### config.mk
export PLATFORM = sky130hd
export DESIGN_NAME = lpf_pwm_bank
export DESIGN_NICKNAME = d
export VERILOG_FILES = /design/src/rtl/lpf_pwm_pkg.sv /design/src/rtl/lpf_pwm_chan.sv /design/src/rtl/lpf_pwm_bank.sv
export SDC_FILE = /design/constraint.sdc
export NUM_CORES = 1
export LEC_CHECK = 0
export ABC_AREA = 1
export ABC_CLOCK_PERIOD_IN_PS = 5020
export BUFFER_PORTS_ARGS = -buffer_cell sky130_fd_sc_hd__buf_4
export CORE_MARGIN = 5
export CORE_UTILIZATION = 49
export DETAILED_ROUTE_END_ITERATION = 16
export PLACE_DENSITY = 0.68
export SLEW_MARGIN = 25
export SYNTH_ARGS = -nofsm -noshare
export SYNTH_HDL_FRONTEND = slang
export SYNTH_HIERARCHICAL = 1
export SYNTH_SLANG_ARGS = --single-unit
### constraint.sdc
create_clock -name CLK -period 5.02 [get_ports CLK]
set_clock_uncertainty 0.05 [all_clocks]
set_input_delay 0.251 -clock CLK [delete_from_list [all_inputs] [get_ports CLK]]
set_output_delay 0.251 -clock CLK [all_outputs]
set_load 0.01 [all_outputs]
### src/rtl/lpf_pwm_pkg.sv
// -----------------------------------------------------------------------------
// lpf_pwm_pkg
// Shared types and constant helpers for the lpf_pwm_bank design.
//   sweep_dir_e : direction of the per-channel triangle sweep
//   thr_width   : width that holds duty*PERIOD without truncation
//   bar_thr     : lower bound of bar-graph segment idx (segments below the top)
// -----------------------------------------------------------------------------
package lpf_pwm_pkg;

   typedef enum logic {
      UP   = 1'b0,
      DOWN = 1'b1
   } sweep_dir_e;

   function automatic int thr_width(input int duty_w, input int period);
      return duty_w + $clog2(period);
   endfunction

   function automatic int bar_thr(input int idx, input int duty_w, input int bar_n);
      return ((idx + 1) * (1 << duty_w)) / bar_n;
   endfunction

endpackage

### src/rtl/lpf_pwm_chan.sv
// -----------------------------------------------------------------------------
// lpf_pwm_chan
// One channel of lpf_pwm_bank: shadow/active duty, optional triangle sweep,
// raw PWM, shift-based EMA filter and PWM of the filtered value.
// Optional feature macro: LPF_SWEEP_EN (sweep generator and sweep_sel_i).
// Ports:
//   clk_i, rst_i   clock, synchronous active-high reset
//   cnt_i          shared period counter
//   boundary_i     high in the last cycle of the period
//   duty_i         programmed duty
//   duty_load_i    capture duty_i into the shadow register
//   sweep_sel_i    take the active duty from the sweep instead of the shadow
//   pwm_raw_o      registered PWM of the active duty
//   pwm_filt_o     registered PWM of the filtered value
//   filt_o         current filtered value (acc >> ALPHA_SHIFT)
// -----------------------------------------------------------------------------
module lpf_pwm_chan
   import lpf_pwm_pkg::*;
#(
   parameter int  DUTY_W      = 8,
   parameter int  PERIOD      = 12000,
   parameter int  ALPHA_SHIFT = 16,
   localparam int CNT_W       = $clog2(PERIOD)
) (
   input  logic              clk_i,
   input  logic              rst_i,
   input  logic [CNT_W-1:0]  cnt_i,
   input  logic              boundary_i,
   input  logic [DUTY_W-1:0] duty_i,
   input  logic              duty_load_i,
   input  logic              sweep_sel_i,
   output logic              pwm_raw_o,
   output logic              pwm_filt_o,
   output logic [DUTY_W-1:0] filt_o
);

   localparam int                TW       = thr_width(DUTY_W, PERIOD);
   localparam int                AW       = DUTY_W + ALPHA_SHIFT;
   localparam logic [TW-1:0]     PERIOD_T = TW'(PERIOD);
   localparam logic [DUTY_W-1:0] FS       = '1;
   localparam logic [AW-1:0]     FS_ACC   = AW'(FS);

   logic [DUTY_W-1:0] shadow_q, shadow_d;
   logic [DUTY_W-1:0] active_q, active_d;
   logic [DUTY_W-1:0] sweep_val;
   logic              use_sweep;
   logic [TW-1:0]     cnt_ext, raw_thr, filt_thr;
   logic              pwm_raw_q, pwm_raw_d;
   logic              pwm_filt_q, pwm_filt_d;
   logic [AW-1:0]     acc_q, acc_d;
   logic [DUTY_W-1:0] filt;

`ifdef LPF_SWEEP_EN
   sweep_dir_e        dir_q, dir_d;
   logic [DUTY_W-1:0] sweep_q, sweep_d;

   always_ff @(posedge clk_i) begin
      if (rst_i) begin
         dir_q   <= UP;
         sweep_q <= '0;
      end else begin
         dir_q   <= dir_d;
         sweep_q <= sweep_d;
      end
   end

   // Reaching an endpoint only flips the direction; the value is held for
   // that boundary, so each endpoint is seen for two periods.
   always_comb begin
      dir_d   = dir_q;
      sweep_d = sweep_q;
      if (boundary_i) begin
         unique case (dir_q)
            UP: begin
               if (sweep_q == FS) dir_d   = DOWN;
               else               sweep_d = sweep_q + DUTY_W'(1);
            end
            DOWN: begin
               if (sweep_q == '0) dir_d   = UP;
               else               sweep_d = sweep_q - DUTY_W'(1);
            end
            default: dir_d = UP;
         endcase
      end
   end

   always_comb begin
      use_sweep = sweep_sel_i;
      sweep_val = sweep_q;
   end
`else
   logic unused_sweep_sel;
   assign unused_sweep_sel = sweep_sel_i;
   assign use_sweep        = 1'b0;
   assign sweep_val        = '0;
`endif

   // shadow_d already carries a same-cycle load, so a load on the boundary
   // reaches the active duty without a period of delay.
   always_comb begin
      shadow_d = duty_load_i ? duty_i : shadow_q;
      active_d = active_q;
      if (boundary_i) active_d = use_sweep ? sweep_val : shadow_d;
   end

   assign filt     = acc_q[AW-1 -: DUTY_W];
   assign cnt_ext  = TW'(cnt_i);
   assign raw_thr  = (TW'(active_q) * PERIOD_T) >> DUTY_W;
   assign filt_thr = (TW'(filt) * PERIOD_T) >> DUTY_W;

   // acc settles at FS << ALPHA_SHIFT for a constant-high input, which fits AW.
   always_comb begin
      acc_d      = acc_q - (acc_q >> ALPHA_SHIFT) + (pwm_raw_q ? FS_ACC : '0);
      pwm_raw_d  = cnt_ext < raw_thr;
      pwm_filt_d = cnt_ext < filt_thr;
   end

   always_ff @(posedge clk_i) begin
      if (rst_i) begin
         shadow_q   <= '0;
         active_q   <= '0;
         acc_q      <= '0;
         pwm_raw_q  <= 1'b0;
         pwm_filt_q <= 1'b0;
      end else begin
         shadow_q   <= shadow_d;
         active_q   <= active_d;
         acc_q      <= acc_d;
         pwm_raw_q  <= pwm_raw_d;
         pwm_filt_q <= pwm_filt_d;
      end
   end

   assign pwm_raw_o  = pwm_raw_q;
   assign pwm_filt_o = pwm_filt_q;
   assign filt_o     = filt;

endmodule

### src/rtl/lpf_pwm_bank.sv
// -----------------------------------------------------------------------------
// lpf_pwm_bank
// NCH channels of PWM -> EMA low-pass -> PWM, sharing one period counter,
// plus a thermometer bar graph of one selected channel's sampled value.
// Optional feature macro: LPF_SWEEP_EN (per-channel triangle sweep source).
// Ports:
//   CLK, RST     clock, synchronous active-high reset
//   duty_in      per-channel duty, channel k at [k*DUTY_W +: DUTY_W]
//   duty_load    capture duty_in into the shadow registers
//   sweep_sel    per-channel sweep source select
//   bar_sel      channel shown on the bar graph
//   pwm_raw      unfiltered PWM per channel
//   pwm_filt     PWM of the filtered value per channel
//   filt_val     filtered values sampled at each period boundary
//   filt_valid   one-cycle pulse when filt_val updates
//   bar          thermometer of the bar_sel channel (0 if out of range)
// -----------------------------------------------------------------------------
module lpf_pwm_bank
   import lpf_pwm_pkg::*;
#(
   parameter int  NCH         = 2,
   parameter int  DUTY_W      = 8,
   parameter int  PERIOD      = 12000,
   parameter int  ALPHA_SHIFT = 16,
   parameter int  BAR_N       = 8,
   localparam int SEL_W       = (NCH > 1) ? $clog2(NCH) : 1
) (
   input  logic                  CLK,
   input  logic                  RST,
   input  logic [NCH*DUTY_W-1:0] duty_in,
   input  logic                  duty_load,
   input  logic [NCH-1:0]        sweep_sel,
   input  logic [SEL_W-1:0]      bar_sel,
   output logic [NCH-1:0]        pwm_raw,
   output logic [NCH-1:0]        pwm_filt,
   output logic [NCH*DUTY_W-1:0] filt_val,
   output logic                  filt_valid,
   output logic [BAR_N-1:0]      bar
);

   localparam int                CNT_W = $clog2(PERIOD);
   localparam logic [DUTY_W-1:0] FS    = '1;

   logic [CNT_W-1:0]      cnt_q, cnt_d;
   logic                  boundary;
   logic [NCH*DUTY_W-1:0] filt_w;
   logic [NCH*DUTY_W-1:0] filt_val_q, filt_val_d;
   logic                  filt_valid_q, filt_valid_d;
   logic [BAR_N-1:0]      bar_q, bar_d;
   logic [DUTY_W-1:0]     filt_arr [NCH];
   logic [DUTY_W-1:0]     sample;

   assign boundary = (cnt_q == CNT_W'(PERIOD - 1));

   for (genvar k = 0; k < NCH; k++) begin : g_chan
      lpf_pwm_chan #(
         .DUTY_W      (DUTY_W),
         .PERIOD      (PERIOD),
         .ALPHA_SHIFT (ALPHA_SHIFT)
      ) u_chan (
         .clk_i       (CLK),
         .rst_i       (RST),
         .cnt_i       (cnt_q),
         .boundary_i  (boundary),
         .duty_i      (duty_in[k*DUTY_W +: DUTY_W]),
         .duty_load_i (duty_load),
         .sweep_sel_i (sweep_sel[k]),
         .pwm_raw_o   (pwm_raw[k]),
         .pwm_filt_o  (pwm_filt[k]),
         .filt_o      (filt_w[k*DUTY_W +: DUTY_W])
      );

      assign filt_arr[k] = filt_val_q[k*DUTY_W +: DUTY_W];
   end

   always_comb begin
      cnt_d        = boundary ? '0 : cnt_q + CNT_W'(1);
      filt_val_d   = boundary ? filt_w : filt_val_q;
      filt_valid_d = boundary;
   end

   // The top segment lights only at full scale; the others at equal steps.
   always_comb begin
      sample = '0;
      if (int'(bar_sel) < NCH) sample = filt_arr[bar_sel];
      bar_d = '0;
      for (int unsigned i = 0; i < BAR_N; i++) begin
         if (i == BAR_N - 1) bar_d[i] = (sample == FS);
         else                bar_d[i] = (sample >= DUTY_W'(bar_thr(int'(i), DUTY_W, BAR_N)));
      end
   end

   always_ff @(posedge CLK) begin
      if (RST) begin
         cnt_q        <= '0;
         filt_val_q   <= '0;
         filt_valid_q <= 1'b0;
         bar_q        <= '0;
      end else begin
         cnt_q        <= cnt_d;
         filt_val_q   <= filt_val_d;
         filt_valid_q <= filt_valid_d;
         bar_q        <= bar_d;
      end
   end

   assign filt_val   = filt_val_q;
   assign filt_valid = filt_valid_q;
   assign bar        = bar_q;

endmodule
==> flow_summary.json <==
{
  "rows": 65,
  "slew_viol_final": 0,
  "crit_fanout": 5,
  "syn_area_mm2": 0.0157,
  "setup_viol": 0,
  "clock.fmax_mhz": 212,
  "clk_latency_ps": 440,
  "io_buffer_count": 48,
  "dp_hpwl_mm": 29.9,
  "setup_ws_ps": 304,
  "hold_viol": 0,
  "async_reset_ff_share_pct": 0,
  "fin_setup_tns_ps": 0,
  "cts_max_level": 4,
  "critical_path.endpoint_type": "register",
  "rsz0062_at_grt": "no",
  "startpoint_type": "register",
  "first_pass_iters": 5,
  "cts_root_buf": "clkbuf_16",
  "wl_per_cell_um": 13.2,
  "syn_area_per_cell_um2": 7.01,
  "cts_tree": "yes",
  "grt_max_degree": 33,
  "ys.flop_type": "dfxtp_1",
  "diodes": 0,
  "fp.coreArea_mm2": 0.0316,
  "fin_nets": 2685,
  "syn_nets": 2632,
  "dieArea_mm2": 0.0358,
  "grt_pass1_wl_mm": 61.3,
  "remaining_drc_errors": 0,
  "cts.path.max_buffers": 2,
  "cts_sinks": 123,
  "start_util_pct": 49.8,
  "crit_type": "register to register",
  "crit_arrival_ps": 4980,
  "max_slew_margin_pct": 32.9,
  "fin_util_pct": 54.3,
  "syn_inst": 2245,
  "dieHeight_um": 189,
  "hp-class": "input port to register",
  "routed_wirelength_mm": 35.9,
  "ioPinCount": 51,
  "gp_congestion": 0.899,
  "ys_seq_area_share_pct": 15.6,
  "required_ps": 5280,
  "preCtsSetupSlack_ps": 130,
  "area_delta_synth_final_pct": 9.09,
  "fin_crit_sh_pct": 93.9,
  "synth_edf_count": 0,
  "instances_no_fill": 2713,
  "post_drt_via_cell_ratio": 4.99,
  "first_global_vias": 13300,
  "tightest_slew_ps": 1000,
  "outcome": "completed",
  "die_x_um": 189,
  "drive_gt1_share_pct": 7.18,
  "cts_buffers": 17,
  "grt_util_all_layers_pct": 20.4,
  "ys_seq_elements": 123,
  "path_clk_slew_ps": 70,
  "dp_cells": 2681,
  "drt_iter0_drc": 615,
  "grt-ovfl-total": 0,
  "vias": 13500,
  "synth_cell_types": 40,
  "yosysWarnings": 6,
  "period_needed_ps": 4720,
  "grt_antenna_before_repair": 0,
  "drtAntennaViolNets": 0,
  "maxCapViolations": 0
}
[cell type report]
cell class / instances / area [um^2]
fill: 3085 / 14500
multi-input combinational: 1559 / 11100
sequential: 123 / 2480
inverter: 528 / 1980
timing repair buffer: 69 / 518
tap: 402 / 503
clock buffer: 18 / 439
clock inverter: 14 / 145
[Yosys cell counts (4+ instances only)]
library cell    n  share of area [%]
a21boi_0        4               0.19
a21oi_1       118                3.8
a21oi_2         4               0.22
buf_2           6               0.19
buf_4          19               0.91
clkbuf_1        9               0.21
dfxtp_1       123                 16
fa_1          112                 14
ha_1          253                 20
inv_1         521                 12
inv_2           5               0.12
mux2i_1        16                1.0
nand2_1       520                 12
nand2_2        12               0.48
nand3_1       112                3.6
nand3_2         7               0.45
nand3b_1        5               0.24
nand4_1        20               0.79
nor2_1        190                4.5
nor2_2          6               0.24
nor2_4          6               0.43
nor3_1         17               0.54
nor3b_1         4               0.19
o211ai_1       20               0.95
o21a_1          4               0.19
o21ai_0        52                1.7
o21bai_1        6               0.29
xnor2_1        24                1.3
xor2_1         35                1.9
[state kept, by name (all words and copies together) (netlist names)]
register / count
filt_val: 16
cnt_q: 14
g_chan.u_chan/pwm_filt_o: 2
g_chan.u_chan/acc_q: 48
g_chan.u_chan/pwm_raw_o: 2
g_chan.u_chan/active_q: 16
filt_valid: 1
g_chan.u_chan/shadow_q: 16
bar: 8
[through the flow]
step / hold slack, ps / cell area (um^2)
finish: 27.2 / 17200
global route: 36.9 / 17200
CTS: 6.13 / 17100
detailed placement: 427 / 16500
global placement: 421 / 16500
floorplan: 273 / 15700
[cell usage in the layout, fill, tap and decap left out, drive strengths merged]
| master | count |
|---|---|
| a21oi | 122 |
| nand2 | 532 |
| o21a | 4 |
| clkbuf | 18 |
| a31oi | 2 |
| or2 | 4 |
| o21bai | 6 |
| nand3 | 120 |
| clkinv | 8 |
| nor3b | 4 |
| xnor2 | 24 |
| nand3b | 5 |
| dfxtp | 123 |
| o21ai | 54 |
| fa | 112 |
| nor2 | 203 |
| nor3 | 17 |
| nand4 | 20 |
| xor2 | 35 |
| o211ai | 20 |
| inv | 528 |
| mux2i | 16 |
| bufinv | 2 |
| clkinvlp | 4 |
| a21boi | 4 |
| buf | 69 |
| ha | 253 |
| and2 | 2 |
[worst max-delay path, cell delays in order (launching register included)]
cell	delay, ps
dfxtp_1	390
inv_1	80
fa_1	510
fa_1	530
fa_1	520
fa_1	560
inv_1	50
ha_1	360
nand2_1	130
nor3b_1	290
nor2_1	100
xor2_1	160
ha_1	300
nand2_1	70
nor2_1	100
o21ai_0	90
o211ai_1	120
nand2_1	80
nand2_1	70
nor2_1	40
[logic make-up (layout without fill, tap and decap cells)]
kind of cell             count (synthesis)  in the layout  synth area share [%]
buffers and inverters                  563            629                  14.0
AO/OA/AOI/OAI                          212            212                  7.41
XOR/XNOR                                59             59                  3.28
flip-flops                             123            123                  15.6
adder cells (fa/ha/maj)                365            365                  34.3
AND/OR/NAND/NOR                        907            907                  24.3
multiplexers                            16             16                  1.02
[routing by layer]
layer	part of all wire [%]	vias up	track usage, %
met5	0	-	0
li1	-	7050	-
met3	2.8	43	2.71
met4	1.8	0	5.34
met1	47	6232	26.6
met2	48	215	35.6
[repair_timing]
item                       CTS  global route
hold buffers                 0             0
gates resized for setup      0            25
setup endpoints to repair    0             4
setup buffers                0             0
[final timing paths]
path                                                endpoint  slack [ps]                         start  cells after the start
worst min register to register                  filt_val[10]         440                  filt_val[10]                      2
worst max register to register    g_chan[0].u_chan/pwm_raw_o         300  g_chan[0].u_chan/active_q[7]                     19
worst min-delay path            g_chan[0].u_chan/shadow_q[7]          30                    duty_in[7]                      3
worst max-delay path              g_chan[0].u_chan/pwm_raw_o         300  g_chan[0].u_chan/active_q[7]                     19
Power is left out: the tool's default activity adds up to more than one toggle a clock period on the data nets, which glitch-free logic cannot reach.
